--- src/rtl/clock_mode_ctrl.sv ---
// ---------------------------------------------------------------------------
// clock_mode_ctrl
//
// Mode controller for a simple clock/stopwatch display. It conditions four
// asynchronous operator inputs (2-flop synchronizer + debouncer each), detects
// button presses, and runs a RUN / PAUSED / ADJUST state machine that decides
// which tick reaches the time counter and which display field is adjusted.
//
// Ports
//   clk           system clock, rising edge
//   rst_n         asynchronous active-low reset
//   tick_1hz      1 Hz one-cycle pulse (synchronous to clk)
//   tick_2hz      2 Hz one-cycle pulse (synchronous to clk)
//   pause_raw     pause pushbutton, 1 = pressed (asynchronous)
//   clr_raw       clear pushbutton, 1 = pressed (asynchronous)
//   adj_raw       adjust switch, 1 = adjust (asynchronous)
//   sel_raw       select switch, 1 = seconds, 0 = minutes (asynchronous)
//   tick_active   one-cycle tick to the time counter
//   count_enable  high while running
//   use_2hz       high while adjusting
//   sel_minutes   minutes field is being adjusted
//   sel_seconds   seconds field is being adjusted
//   blink         blank phase for the selected field
//   clr_pulse     one-cycle clear request to the time counter
//   mode          00 RUN, 01 PAUSED, 10 ADJUST
// ---------------------------------------------------------------------------
module clock_mode_ctrl #(
  parameter int DB_CYCLES = 250000
) (
  input  logic       clk,
  input  logic       rst_n,
  input  logic       tick_1hz,
  input  logic       tick_2hz,
  input  logic       pause_raw,
  input  logic       clr_raw,
  input  logic       adj_raw,
  input  logic       sel_raw,
  output logic       tick_active,
  output logic       count_enable,
  output logic       use_2hz,
  output logic       sel_minutes,
  output logic       sel_seconds,
  output logic       blink,
  output logic       clr_pulse,
  output logic [1:0] mode
);

  localparam int               CNT_W  = $clog2(DB_CYCLES + 1);
  localparam logic [CNT_W-1:0] DB_MAX = CNT_W'(DB_CYCLES);

  // Bit positions of the conditioned inputs.
  localparam int I_PAUSE = 0;
  localparam int I_CLR   = 1;
  localparam int I_ADJ   = 2;
  localparam int I_SEL   = 3;
  localparam int N_IN    = 4;

  // Encoding matches the mode output directly.
  typedef enum logic [1:0] {
    ST_RUN    = 2'b00,
    ST_PAUSED = 2'b01,
    ST_ADJUST = 2'b10
  } state_e;

  // -------------------------------------------------------------------------
  // Input conditioning
  // -------------------------------------------------------------------------
  logic [N_IN-1:0] raw_vec;
  logic [N_IN-1:0] sync1_q, sync2_q;

  assign raw_vec = {sel_raw, adj_raw, clr_raw, pause_raw};

  // Two flops per input: the first may go metastable, the second gives it a
  // full cycle to resolve before anything else looks at it.
  // NOTE: sequential state is written with <= so every flop samples the
  // values from before the edge, independent of statement order.
  always_ff @(posedge clk or negedge rst_n) begin
    if (!rst_n) begin
      sync1_q <= '0;
      sync2_q <= '0;
    end else begin
      sync1_q <= raw_vec;
      sync2_q <= sync1_q;
    end
  end

  logic [N_IN-1:0]  db_q, db_d;
  logic [CNT_W-1:0] cnt_q [N_IN];
  logic [CNT_W-1:0] cnt_d [N_IN];

  // The counter measures how long the synced value has disagreed with the
  // debounced value; any agreement restarts the measurement.
  // NOTE: every variable gets its default before the conditional logic, so
  // no path leaves a value unassigned and no latch is inferred.
  always_comb begin
    db_d = db_q;
    for (int i = 0; i < N_IN; i++) begin
      cnt_d[i] = '0;
      if (sync2_q[i] != db_q[i]) begin
        cnt_d[i] = cnt_q[i] + CNT_W'(1);
        if (cnt_d[i] == DB_MAX) begin
          db_d[i]  = sync2_q[i];
          cnt_d[i] = '0;
        end
      end
    end
  end

  // NOTE: the per-input counters are a handful of flops, not a RAM, so they
  // are cleared by reset like every other register; a mid-debounce reset
  // must not leave a partial count behind.
  always_ff @(posedge clk or negedge rst_n) begin
    if (!rst_n) begin
      db_q <= '0;
      for (int i = 0; i < N_IN; i++) cnt_q[i] <= '0;
    end else begin
      db_q <= db_d;
      for (int i = 0; i < N_IN; i++) cnt_q[i] <= cnt_d[i];
    end
  end

  // A press is the cycle in which the debounced value is about to rise, so
  // the FSM reacts on the same edge the debounced level changes.
  logic pause_press, clr_press, adj_db, sel_db;

  assign pause_press = db_d[I_PAUSE] & ~db_q[I_PAUSE];
  assign clr_press   = db_d[I_CLR]   & ~db_q[I_CLR];
  assign adj_db      = db_q[I_ADJ];
  assign sel_db      = db_q[I_SEL];

  // -------------------------------------------------------------------------
  // Mode FSM
  // -------------------------------------------------------------------------
  state_e state_q, state_d;
  logic   saved_run_q, saved_run_d;

  always_ff @(posedge clk or negedge rst_n) begin
    if (!rst_n) begin
      state_q     <= ST_RUN;
      saved_run_q <= 1'b1;
    end else begin
      state_q     <= state_d;
      saved_run_q <= saved_run_d;
    end
  end

  // The adjust switch outranks a pause press; a press landing on the entry
  // cycle flips the remembered return mode instead of the current state.
  always_comb begin
    state_d     = state_q;
    saved_run_d = saved_run_q;
    case (state_q)
      ST_RUN: begin
        if (adj_db) begin
          state_d     = ST_ADJUST;
          saved_run_d = ~pause_press;
        end else if (pause_press) begin
          state_d = ST_PAUSED;
        end
      end
      ST_PAUSED: begin
        if (adj_db) begin
          state_d     = ST_ADJUST;
          saved_run_d = pause_press;
        end else if (pause_press) begin
          state_d = ST_RUN;
        end
      end
      ST_ADJUST: begin
        // Toggle first, then use the updated flag for the exit decision.
        saved_run_d = saved_run_q ^ pause_press;
        if (!adj_db) state_d = saved_run_d ? ST_RUN : ST_PAUSED;
      end
      default: begin
        state_d     = ST_RUN;
        saved_run_d = 1'b1;
      end
    endcase
  end

  // -------------------------------------------------------------------------
  // Registered outputs, decoded from the next state so they all move on the
  // same edge as mode.
  // -------------------------------------------------------------------------
  logic tick_active_q, tick_active_d;
  logic count_enable_q, count_enable_d;
  logic use_2hz_q, use_2hz_d;
  logic sel_minutes_q, sel_minutes_d;
  logic sel_seconds_q, sel_seconds_d;
  logic blink_q, blink_d;
  logic clr_pulse_q, clr_pulse_d;

  always_comb begin
    use_2hz_d      = (state_d == ST_ADJUST);
    count_enable_d = (state_d == ST_RUN);
    sel_seconds_d  = use_2hz_d &  sel_db;
    sel_minutes_d  = use_2hz_d & ~sel_db;
    // PAUSED still forwards the 1 Hz tick; the counter gates it itself.
    tick_active_d  = use_2hz_d ? tick_2hz : tick_1hz;
    // Blink restarts from the visible phase on entry and idles low elsewhere.
    blink_d        = (use_2hz_d && state_q == ST_ADJUST) ? (blink_q ^ tick_2hz) : 1'b0;
    clr_pulse_d    = clr_press;
  end

  always_ff @(posedge clk or negedge rst_n) begin
    if (!rst_n) begin
      tick_active_q  <= 1'b0;
      count_enable_q <= 1'b1;
      use_2hz_q      <= 1'b0;
      sel_minutes_q  <= 1'b0;
      sel_seconds_q  <= 1'b0;
      blink_q        <= 1'b0;
      clr_pulse_q    <= 1'b0;
    end else begin
      tick_active_q  <= tick_active_d;
      count_enable_q <= count_enable_d;
      use_2hz_q      <= use_2hz_d;
      sel_minutes_q  <= sel_minutes_d;
      sel_seconds_q  <= sel_seconds_d;
      blink_q        <= blink_d;
      clr_pulse_q    <= clr_pulse_d;
    end
  end

  assign tick_active  = tick_active_q;
  assign count_enable = count_enable_q;
  assign use_2hz      = use_2hz_q;
  assign sel_minutes  = sel_minutes_q;
  assign sel_seconds  = sel_seconds_q;
  assign blink        = blink_q;
  assign clr_pulse    = clr_pulse_q;
  assign mode         = state_q;

endmodule

--- config.mk ---
export PLATFORM = sky130hd
export DESIGN_NAME = clock_mode_ctrl
export DESIGN_NICKNAME = d
export VERILOG_FILES = /design/src/rtl/clock_mode_ctrl.sv
export SDC_FILE = /design/constraint.sdc
export NUM_CORES = 1
export LEC_CHECK = 0
export ABC_AREA = 1
export BUFFER_PORTS_ARGS = -buffer_cell sky130_fd_sc_hd__buf_2
export CORE_UTILIZATION = 60
export CTS_CLUSTER_SIZE = 16
export DETAILED_ROUTE_END_ITERATION = 16
export PLACE_DENSITY_LB_ADDON = 0.1
export SYNTH_ARGS = -nofsm -noshare
export SYNTH_HDL_FRONTEND = slang
export SYNTH_SLANG_ARGS = --single-unit
--- constraint.sdc ---
create_clock -name clk -period 2.5 [get_ports clk]
set_clock_uncertainty 0.05 [all_clocks]
set_input_delay 0.25 -clock clk [delete_from_list [all_inputs] [get_ports clk]]
set_output_delay 0.25 -clock clk [all_outputs]
set_load 0.02 [all_outputs]
## After elaboration in Yosys (flattened, before gate mapping)

Index checks and enable logic that the tools add are counted.

| word-level totals | value |
|---|---|
| input port bits | 8 |
| output and inout bits | 9 |
| bits in registers | 94 |
| word-level logic and storage cells | 75 |

| cells by class | value |
|---|---|
| reductions and logical operators | 6 |
| $add $sub $neg | 4 |
| multiplexer cells | 24 |
| bitwise logic cells | 10 |
| eq/ne operators | 13 |

Operators by type and width:

| cell | count |
|---|---|
| $mux 18 | 8 |
| $add 18x1->18 const B | 4 |
| $eq 18x18->1 const B | 4 |
| $mux 2 | 5 |
| $mux 1 | 9 |
| $pmux 2 s3 | 1 |
| $reduce_and 2->1 | 3 |
| $and 1x1->1 | 4 |
| $eq 2x2->1 const B | 2 |
| $logic_not 2->1 | 2 |
| $ne 1x1->1 | 4 |
| $ne 2x2->1 const B | 2 |
| $not 1->1 | 4 |
| $pmux 1 s3 | 1 |
| $eq 2x1->1 const B | 1 |
| $xor 1x1->1 | 2 |
| $logic_and 1x1->1 | 1 |

## Logic depth before layout (Yosys ltp)

Gate-level depths: netlist of run 1.

| logic depth | value |
|---|---|
| word-level depth | 12 |
| gate-level depth with buffers | 14 |
| mapped depth without buffers | 14 |

## Worst setup path after synthesis of run 1

OpenSTA, ideal clock, no wires.

| timing | value |
|---|---|
| kind | register to register |
| start | reg cnt_q[36] in the netlist's numbering |
| end | reg cnt_q[36] in the netlist's numbering |
| path slack | 0.625 ns |
| cell stages (with the launch flop) | 12 |
| required time | 2.308 ns |
| library setup time | 0.142 ns |
| arrival time | 1.683 ns |
| path buffers | 0 |
| clock period less this slack | 1.875 ns |
| cells stage by stage | dfrtp_1 ha_1 nand2_2 nor2_2 nand2_1 nor2_1 xor2_1 nand2_1 nor2_2 nand4_4 nand2_1 nor2_1 |

RTL lines:

| item | RTL line | source |
|---|---|---|
| start, declared | 88 | `logic [CNT_W-1:0] cnt_q [N_IN];` |

==> qor.csv, run 1 <==
metric,value,unit
layout.cells.non_filler,841,
start_util,62.7,%
syn_inst,696,
cts_resized,0,
root_buffer,clkbuf_8,
seq_area,0.00235,mm²
crit_path_start_kind,flip-flop,
die_area,0.00905,mm²
clkSlewWorstSetupHoldPaths,0.10,ns
rsz0062_at_grt,no,
ctsLongestPathBuffers,2,
antenna_found_initial,0,
die_y,95.1,µm
outcome,finished clean,
io_buffer_count,16,
area_growth,9.88,%
fin_nets,743,
synth_nets,708,
clock.fmax,457,MHz
endpoint_kind,flip-flop,
yosys_warnings,0,
multi_input_area,0.00252,mm²
slew_violations,0,
wl_per_cell,13.3,µm
synth_area_leaders,"dfrtp_1, nand2_1, nor2_1",
dpl.hpwl,8.42,mm
critPathKind,flip-flop to flip-flop,
yosysSeqAreaShare,45.3,%
avgSynthCellArea,7.47,µm²
detail_route.iter0.violations,236,
insertion_delay,0.37,ns
tritoncts,yes,
path_delay_family,simple AND/OR/NAND/NOR gates,
ir_drop,335,µV
cts_buffers,9,
powerDensity,475,mW/mm²
synth_top_cell_by_area,dfrtp_1,
grt_usage,27.3,%
crit_chain,ha_1 > nand2_2 > nor2_2 > nand2_1 > nor2_1 > xor2_1 > nand2_1 > nor2_2 > nand4_4 > nand2_1 > nor2_1,
path_buf_inv,0,
critPathMaxStageDelay,0.44,ns
tns,0,ns
grt_max_degree,44,
dp_cells,820,
drtPass1Iterations,4,
grt_pass1_wl,19.2,mm
timing.final.hold_violations,0,
row_count,33,
cts.sinks,94,
slowest_stage,dfrtp_1,
synth_top_area_share,44.3,%
num_vias,4534,
p_leak,2.58,nW
timing.final.crit_share,87.6,%
ys_seq_elements,94,
slew_headroom,69.7,%
worst_pin_slew,0.455,ns
routed_wirelength,11.1,mm
coreArea,0.00830,mm²
cts.htree.levels,3,
power,2.72,mW
finalSetupViolCount,0,
syn_area,0.00520,mm²
grt_pass1_vias,4263,
crit_path_frequent_cell,nand2_1,
die_w,95.1,µm
gp_congestion,0.954,
fill_cells,662,
crit_arrival,2.40,ns
grt_remaining_overflow,0,
drive_gt1_share,10.3,%
synth.distinct_cells,30,
worstPathRequired,2.71,ns
via_per_inst,5.39,
critPathMaxFanout,10,
period_needed,2.19,ns
drt.antenna.violating_nets,0,
cap_violations,0,
antenna_cells,0,
ios,17,
hp-class,primary input to flip-flop,
route.detailed.drc,0,
==> metal layers <==
metal  part of all wire, %  vias to the layer above  track usage, %
li1                      -                     2262               -
met3                   5.1                       15            4.47
met4                   1.4                        0            9.34
met1                    46                     2127            37.2
met5                     0                        -               0
met2                    48                      130            44.2
==> cell families after synthesis <==
| group | count (synthesis) | synth area share, % |
|---|---|---|
| simple gates | 451 | 39.1 |
| fa+ha+maj | 4 | 0.962 |
| compound gates | 27 | 2.93 |
| xor+xnor | 32 | 5.39 |
| buf+inv | 88 | 6.35 |
| flops | 94 | 45.3 |
==> power breakdown <==
group	leakage, nW	internal, mW	switching, mW
clock	0.0964	0.473	0.570
combinational	1.21	0.0369	0.0725
sequential	1.28	1.54	0.0222
total	2.58	2.05	0.664
==> per-stage QoR <==
step | worst slack, ns | hold slack (ns) | util (%) | area [µm²]
2_1_floorplan | 0.625 | -0.0956 | - | 5200
3_3_place_gp | 0.391 | 0.185 | 65.8 | 5460
3_5_place_dp | 0.351 | 0.191 | 65.8 | 5460
4_1_cts | 0.310 | 0.0361 | 68.9 | 5720
5_1_grt | 0.0429 | 0.0367 | 68.9 | 5720
6_report | 0.309 | 0.0367 | 68.9 | 5720
==> worst register-to-register path: cells and delay by family (launching register included) <==
kind                     cells  cell delay [ns]
AND/OR/NAND/NOR              9             1.12
XOR/XNOR                     1             0.24
flip-flops                   1             0.44
adder cells (fa/ha/maj)      1             0.23
==> sequential cells by signal, summed over array words and instances (netlist names) <==
signal,count
blink,1
saved_run_q,1
sel_minutes,1
cnt_q,72
use_2hz,1
sync1_q,4
count_enable,1
db_q,4
sync2_q,4
mode,2
clr_pulse,1
sel_seconds,1
tick_active,1
==> worst paths after layout <==
| kind | start | end | slack, ns | cells past startpoint |
|---|---|---|---|---|
| setup / recovery | cnt_q[36] | cnt_q[40] | 0.31 | 11 |
| hold reg to reg | sync1_q[3] | sync2_q[3] | 0.31 | 0 |
| hold / removal | tick_1hz | tick_active | 0.04 | 3 |
| max in group asynchronous | rst_n | saved_run_q | 1.45 | 3 |
| setup reg to reg | cnt_q[36] | cnt_q[40] | 0.31 | 11 |
| min in group asynchronous | rst_n | cnt_q[60] | 0.31 | 2 |
==> synthesized netlist by cell type, drive strengths merged <==
cell type	count
nand2	184
nor2	162
dfrtp	92
inv	85
nand3	49
nand4	26
nor3	23
xor2	20
xnor2	12
o21ai	11
a21oi	9
o21bai	7
ha	4
clkbuf	3
dfstp	2
nand3b	2
nor3b	2
and3	1
nor4	1
or2	1
==> area by class of cell <==
cell class                      instances  area share [%]
Multi-Input combinational cell        514            44.0
Sequential cell                        94            41.2
Inverter                               85            5.58
Timing Repair Buffer                   27            3.33
Tap cell                              105            2.30
Clock buffer                            9            2.17
Clock inverter                          7            1.40
==> what timing repair did <==
| action | 4_1_cts | 5_1_grt |
|---|---|---|
| hold endpoints to repair | 37 | 0 |
| hold buffers | 5 | 0 |
| setup buffers | 0 | 0 |
| setup endpoints to repair | 0 | 0 |
==> cell usage in the layout, fill, tap and decap left out, types with 2 or more instances in the layout <==
master / netlist / final
nor3_1: 20 / 20
nand2_2: 7 / 7
inv_1: 83 / 83
nor3b_1: 2 / 2
o21bai_1: 7 / 7
xnor2_1: 12 / 12
inv_6: 0 / 2
buf_4: 0 / 6
a21oi_1: 9 / 9
o21ai_0: 9 / 9
nor2_2: 9 / 9
xor2_1: 20 / 20
ha_1: 4 / 4
clkbuf_8: 0 / 9
clkinv_4: 0 / 2
clkinvlp_4: 0 / 2
buf_2: 0 / 15
nand3b_1: 2 / 2
nor3_2: 3 / 3
nor2_4: 6 / 6
dfstp_2: 2 / 2
nand2_1: 177 / 177
nand4_1: 24 / 24
inv_2: 2 / 2
o21ai_1: 2 / 2
dlygate4sd3_1: 0 / 5
nand3_2: 6 / 6
nand3_1: 42 / 42
dfrtp_1: 92 / 92
nor2_1: 147 / 147
No activity file was read; power rests on OpenSTA's default activity.
==> run 2: changes to the inputs <==
--- a/config.mk
+++ b/config.mk
@@ -7,10 +7,11 @@
 export LEC_CHECK = 0
 export ABC_AREA = 1
 export BUFFER_PORTS_ARGS = -buffer_cell sky130_fd_sc_hd__buf_2
-export CORE_UTILIZATION = 60
+export CORE_UTILIZATION = 30
 export CTS_CLUSTER_SIZE = 16
 export DETAILED_ROUTE_END_ITERATION = 16
 export PLACE_DENSITY_LB_ADDON = 0.1
+export SKIP_CTS_REPAIR_TIMING = 1
 export SYNTH_ARGS = -nofsm -noshare
 export SYNTH_HDL_FRONTEND = slang
 export SYNTH_SLANG_ARGS = --single-unit
==> qor.csv, run 2 (same netlist as run 1, synthesis figures left out) <==
metric,value,unit,change
outcome,finished clean,,
io_buffer_count,16,,unchanged
wl_per_cell,12.6,µm,-4.8%
cts.htree.levels,3,,unchanged
worstPathRequired,2.68,ns,-0.03 ns
drtPass1Iterations,5,,+1
route.detailed.drc,0,,unchanged
grt_remaining_overflow,0,,unchanged
ir_drop,328,µV,-2.1%
timing.rr.end,cnt_q[33],,
timing.final.crit_share,89.0,%,+1.4 points
p_leak,2.64,nW,+2.2%
final_cell_mix,"nand2_1, nor2_1, dfrtp_1",,
dpl.hpwl,9.09,mm,+8.0%
slew_violations,0,,unchanged
antenna_found_initial,0,,unchanged
die_w,134,µm,+41%
antenna_cells,0,,unchanged
cts.sinks,94,,unchanged
tns,0,ns,unchanged
coreArea,0.0168,mm²,+100%
dp_worst_setup_slack,0.311,ns,-0.0408 ns
crit_path_start_kind,flip-flop,,
crit_arrival,2.41,ns,about the same
die_y,134,µm,+41%
grt_pass1_wl,20.3,mm,+5.4%
timing.final.hold_violations,0,,unchanged
rsz0062_at_grt,no,,
finalSetupViolCount,0,,unchanged
grt_max_degree,50,,+14%
row_count,47,,+42%
worst_pin_slew,0.629,ns,+0.174 ns
r2r_start,cnt_q[18],,
powerDensity,538,mW/mm²,+13%
crit_start,cnt_q[18],,
routed_wirelength,12.0,mm,+8.1%
drt.antenna.violating_nets,0,,unchanged
num_vias,4381,,-3.4%
cp-endpoint,cnt_q[33],,
gp_congestion,0.892,,-6.5%
placed_area,0.00560,mm²,+2.5%
critPathMaxFanout,9,,-1
detail_route.iter0.violations,357,,+51%
fin_area,0.00598,mm²,+4.6%
grt_usage,14.7,%,-13 points
insertion_delay,0.35,ns,-0.02 ns
ios,17,,unchanged
largest_register_ffs,72,,unchanged
fin_util,35.7,%,-33 points
hp-class,primary input to flip-flop,,
fill_cells,1756,,+170%
start_util,31.0,%,-32 points
critPathKind,flip-flop to flip-flop,,
cap_violations,0,,unchanged
via_per_inst,4.59,,-15%
drive_gt1_share,10.2,%,-0.12 points
clock.fmax,449,MHz,-1.6%
tritoncts,yes,,
cts_buffers,9,,unchanged
rrSetupSlack,0.27,ns,-0.04 ns
area_growth,14.9,%,
worstRegToRegCells,10,,-1
endpoint_kind,flip-flop,,
ctsLongestPathBuffers,2,,unchanged
setup_ws,0.274,ns,-0.0351 ns
period_needed,2.23,ns,+0.0351 ns
clkSlewWorstSetupHoldPaths,0.07,ns,-0.03 ns
die_area,0.0179,mm²,+98%
root_buffer,clkbuf_16,,
max_flop_register,cnt_q,,
slew_headroom,58.1,%,-12 points
fin_nets,742,,-0.13%
final_common_cell,nand2_1,,
grt_pass1_vias,4043,,-5.2%
## run 2: per-layer routing
layer	track usage [%]	share of wire, %	wire length, µm	vias up
met5	0	0	0	-
met4	5.93	1.7	207	0
met3	3.35	4.7	563	12
met2	20.2	41	4910	67
met1	21.8	53	6360	2035
li1	-	-	-	2267
## run 2: how the worst min path moves through the flow
stage | from | depth (start not counted) | end
2_1_floorplan | rst_n | 0 | blink
3_3_place_gp | rst_n | 1 | cnt_q[65]
3_5_place_dp | rst_n | 1 | cnt_q[65]
4_1_cts | rst_n | 1 | cnt_q[48]
5_1_grt | tick_1hz | 3 | tick_active
6_report | tick_1hz | 3 | tick_active
## run 2: worst max-delay path, cell delays in order (launching register included)
cell and delay [ns]:
dfrtp_1 0.42, ha_1 0.22, nand2_1 0.11, inv_1 0.11, nand3_1 0.22, xor2_1 0.25
nand2_1 0.11, nor3_2 0.18, nand4_2 0.27, nand2_1 0.13, nor2_1 0.05
## run 2: area by class of cell
type	instances	area (µm²)	area share, %
clock buffers	9	225	3.77
clock inverters	7	105	1.76
inverters	85	319	5.34
multi-input cells	514	2520	42.1
flip-flops and latches	94	2350	39.4
well taps	220	275	4.60
repair buffers	26	183	3.06
## run 2: through the flow
step	total power [mW]	cells	hold slack [ns]
6_report	3.22	955	0.0572
5_1_grt	3.35	955	0.0898
4_1_cts	3.27	950	-0.106
3_5_place_dp	1.70	934	0.281
3_3_place_gp	1.70	934	0.262
2_1_floorplan	1.64	696	-0.0956
## run 2: power breakdown
| group | total, mW | leakage [nW] | internal [mW] | switching [mW] |
|---|---|---|---|---|
| registers | 1.57 | 1.28 | 1.54 | 0.0234 |
| logic | 0.109 | 1.21 | 0.0356 | 0.0736 |
| clock network | 1.54 | 0.158 | 0.891 | 0.653 |
| total | 3.22 | 2.64 | 2.47 | 0.750 |
==> run 3: changes to the inputs <==
--- a/config.mk
+++ b/config.mk
@@ -7,6 +7,7 @@
 export LEC_CHECK = 0
 export ABC_AREA = 1
 export BUFFER_PORTS_ARGS = -buffer_cell sky130_fd_sc_hd__buf_2
+export CORE_MARGIN = 3
 export CORE_UTILIZATION = 30
 export CTS_CLUSTER_SIZE = 16
 export DETAILED_ROUTE_END_ITERATION = 16
==> qor.csv, run 3 (same netlist as run 1, synthesis figures left out) <==
metric,value,unit,change
clkSlewWorstSetupHoldPaths,0.07,ns,about the same
grt_remaining_overflow,0,,unchanged
fill_cells,1785,,+1.7%
ir_drop,313,µV,-4.4%
slew_violations,0,,unchanged
antenna_found_initial,0,,unchanged
powerDensity,517,mW/mm²,-4.0%
antenna_cells,0,,unchanged
timing.rr.end,cnt_q[40],,
grt_pass1_vias,4419,,+9.3%
io_buffer_count,16,,unchanged
coreArea,0.0168,mm²,unchanged
slew_headroom,57.1,%,-0.99 points
hp-class,primary input to flip-flop,,
period_needed,2.25,ns,+0.0239 ns
start_util,31.0,%,unchanged
clock.fmax,445,MHz,-1.1%
critPathKind,flip-flop to flip-flop,,
power,3.08,mW,-4.4%
worstPathRequired,2.69,ns,about the same
crit_arrival,2.44,ns,+0.03 ns
drive_gt1_share,10.3,%,+0.12 points
rsz0062_at_grt,no,,
p_seq_share,50.9,%,+2.3 points
grt_max_degree,49,,-2.0%
num_vias,4394,,+0.30%
worst_pin_slew,0.644,ns,+0.0148 ns
insertion_delay,0.35,ns,about the same
grt_pass1_wl,20.8,mm,+2.6%
wl_per_cell,12.5,µm,-0.59%
cts.sinks,94,,unchanged
power_frac_clock,45.6,%,-2.4 points
root_buffer,clkbuf_16,,
timing.final.crit_share,90.0,%,+0.96 points
drt.antenna.violating_nets,0,,unchanged
holdPathStages,3,,unchanged
worstRegToRegCells,11,,+1
ctsLongestPathBuffers,2,,unchanged
internal_power,2.36,mW,-4.5%
ios,17,,unchanged
final_cell_mix,"nand2_1, nor2_1, dfrtp_1",,
row_count,47,,unchanged
p_sw,721,µW,-3.8%
holdPathEnd,tick_active,,
p_sw_share,23.4,%,+0.13 points
largest_register_ffs,72,,unchanged
outcome,finished clean,,
combPwrFrac,3.6,%,+0.2 points
route.detailed.drc,0,,unchanged
multi_input_area,0.00252,mm²,unchanged
drtPass1Iterations,6,,+1
via_per_inst,4.60,,+0.19%
final_common_cell,nand2_1,,
cts.htree.levels,3,,unchanged
tritoncts,yes,,
finalSetupViolCount,0,,unchanged
cap_violations,0,,unchanged
tns,0,ns,unchanged
die_area,0.0190,mm²,+6.1%
grt_usage,13.8,%,-0.88 points
timing.final.hold_violations,0,,unchanged
fin_nets,743,,+0.13%
rrSetupSlack,0.25,ns,-0.02 ns
dpl.hpwl,8.97,mm,-1.3%
gp_congestion,0.906,,+1.6%
detail_route.iter0.violations,312,,-13%
p_leak,2.63,nW,-0.44%
die_w,138,µm,+3.0%
max_flop_register,cnt_q,,
cts_buffers,9,,unchanged
die_y,138,µm,+3.0%
endpoint_kind,flip-flop,,
seq_area,0.00235,mm²,unchanged
routed_wirelength,12.0,mm,-0.48%
critPathMaxFanout,10,,+1
r2r_start,cnt_q[36],,
min_from,tick_1hz,,
area_growth,14.5,%,
crit_path_start_kind,flip-flop,,
==> run 3: cell types whose count changed in the layout (fill, tap and decap cells not counted) <==
cell / previous run / this run
clkinv_4: 2 / 1
clkinv_2: 0 / 2
bufinv_16: 2 / 1
inv_8: 1 / 0
clkinvlp_4: 1 / 2
buf_4: 5 / 6
==> run 3: worst max path at each step <==
stage	startpoint	to	slack, ns	cells after the start
3_5_place_dp	cnt_q[36]	cnt_q[40]	0.27	11
6_report	cnt_q[36]	cnt_q[40]	0.25	11
3_3_place_gp	cnt_q[36]	cnt_q[48]	0.29	11
4_1_cts	cnt_q[36]	cnt_q[40]	0.24	11
2_1_floorplan	cnt_q[36]	cnt_q[36]	0.62	11
5_1_grt	cnt_q[36]	cnt_q[40]	0.05	11
==> run 3: worst max-delay path: stages (launching register included) <==
cell	delay, ns
dfrtp_1	0.42
ha_1	0.23
nand2_2	0.10
nor2_2	0.16
nand2_1	0.10
nor2_1	0.24
xor2_1	0.27
nand2_1	0.10
nor2_2	0.13
nand4_4	0.17
nand2_1	0.12
nor2_1	0.04
==> run 3: per-layer routing <==
| layer | vias up | part of all wire, % | global-route usage [%] | routed length (µm) |
|---|---|---|---|---|
| met5 | - | 0 | 0 | 0 |
| met4 | 0 | 2.2 | 5.54 | 263 |
| met3 | 21 | 2.9 | 2.81 | 350 |
| met2 | 60 | 46 | 22.1 | 5510 |
| met1 | 2045 | 49 | 18.2 | 5860 |
| li1 | 2268 | - | - | - |
==> run 3: area by class of cell <==
type | instances | area share, %
Clock buffer | 9 | 3.78
Clock inverter | 7 | 1.22
Inverter | 85 | 5.36
Multi-Input combinational cell | 514 | 42.3
Sequential cell | 94 | 39.5
Tap cell | 220 | 4.62
Timing Repair Buffer | 27 | 3.19
==> run 3: stage by stage <==
step	worst slack, ns	hold WS (ns)	std cells	util (%)	instance area [µm²]
global route	0.0463	0.0825	956	35.5	5950
finish	0.250	0.0524	956	35.5	5950
detailed placement	0.272	0.283	935	33.5	5610
global placement	0.292	0.282	935	33.5	5610
CTS	0.242	-0.0955	951	35.2	5900
floorplan	0.625	-0.0956	696	-	5200
==> run 3: power by group through the flow <==
| stage | Sequential (mW) | Clock [mW] | Combinational (mW) |
|---|---|---|---|
| 2_1_floorplan | 1.59 | 0 | 0.0467 |
| 3_3_place_gp | 1.59 | 0 | 0.110 |
| 3_5_place_dp | 1.59 | 0 | 0.110 |
| 4_1_cts | 1.57 | 1.46 | 0.111 |
| 5_1_grt | 1.57 | 1.52 | 0.132 |
| 6_report | 1.57 | 1.40 | 0.110 |
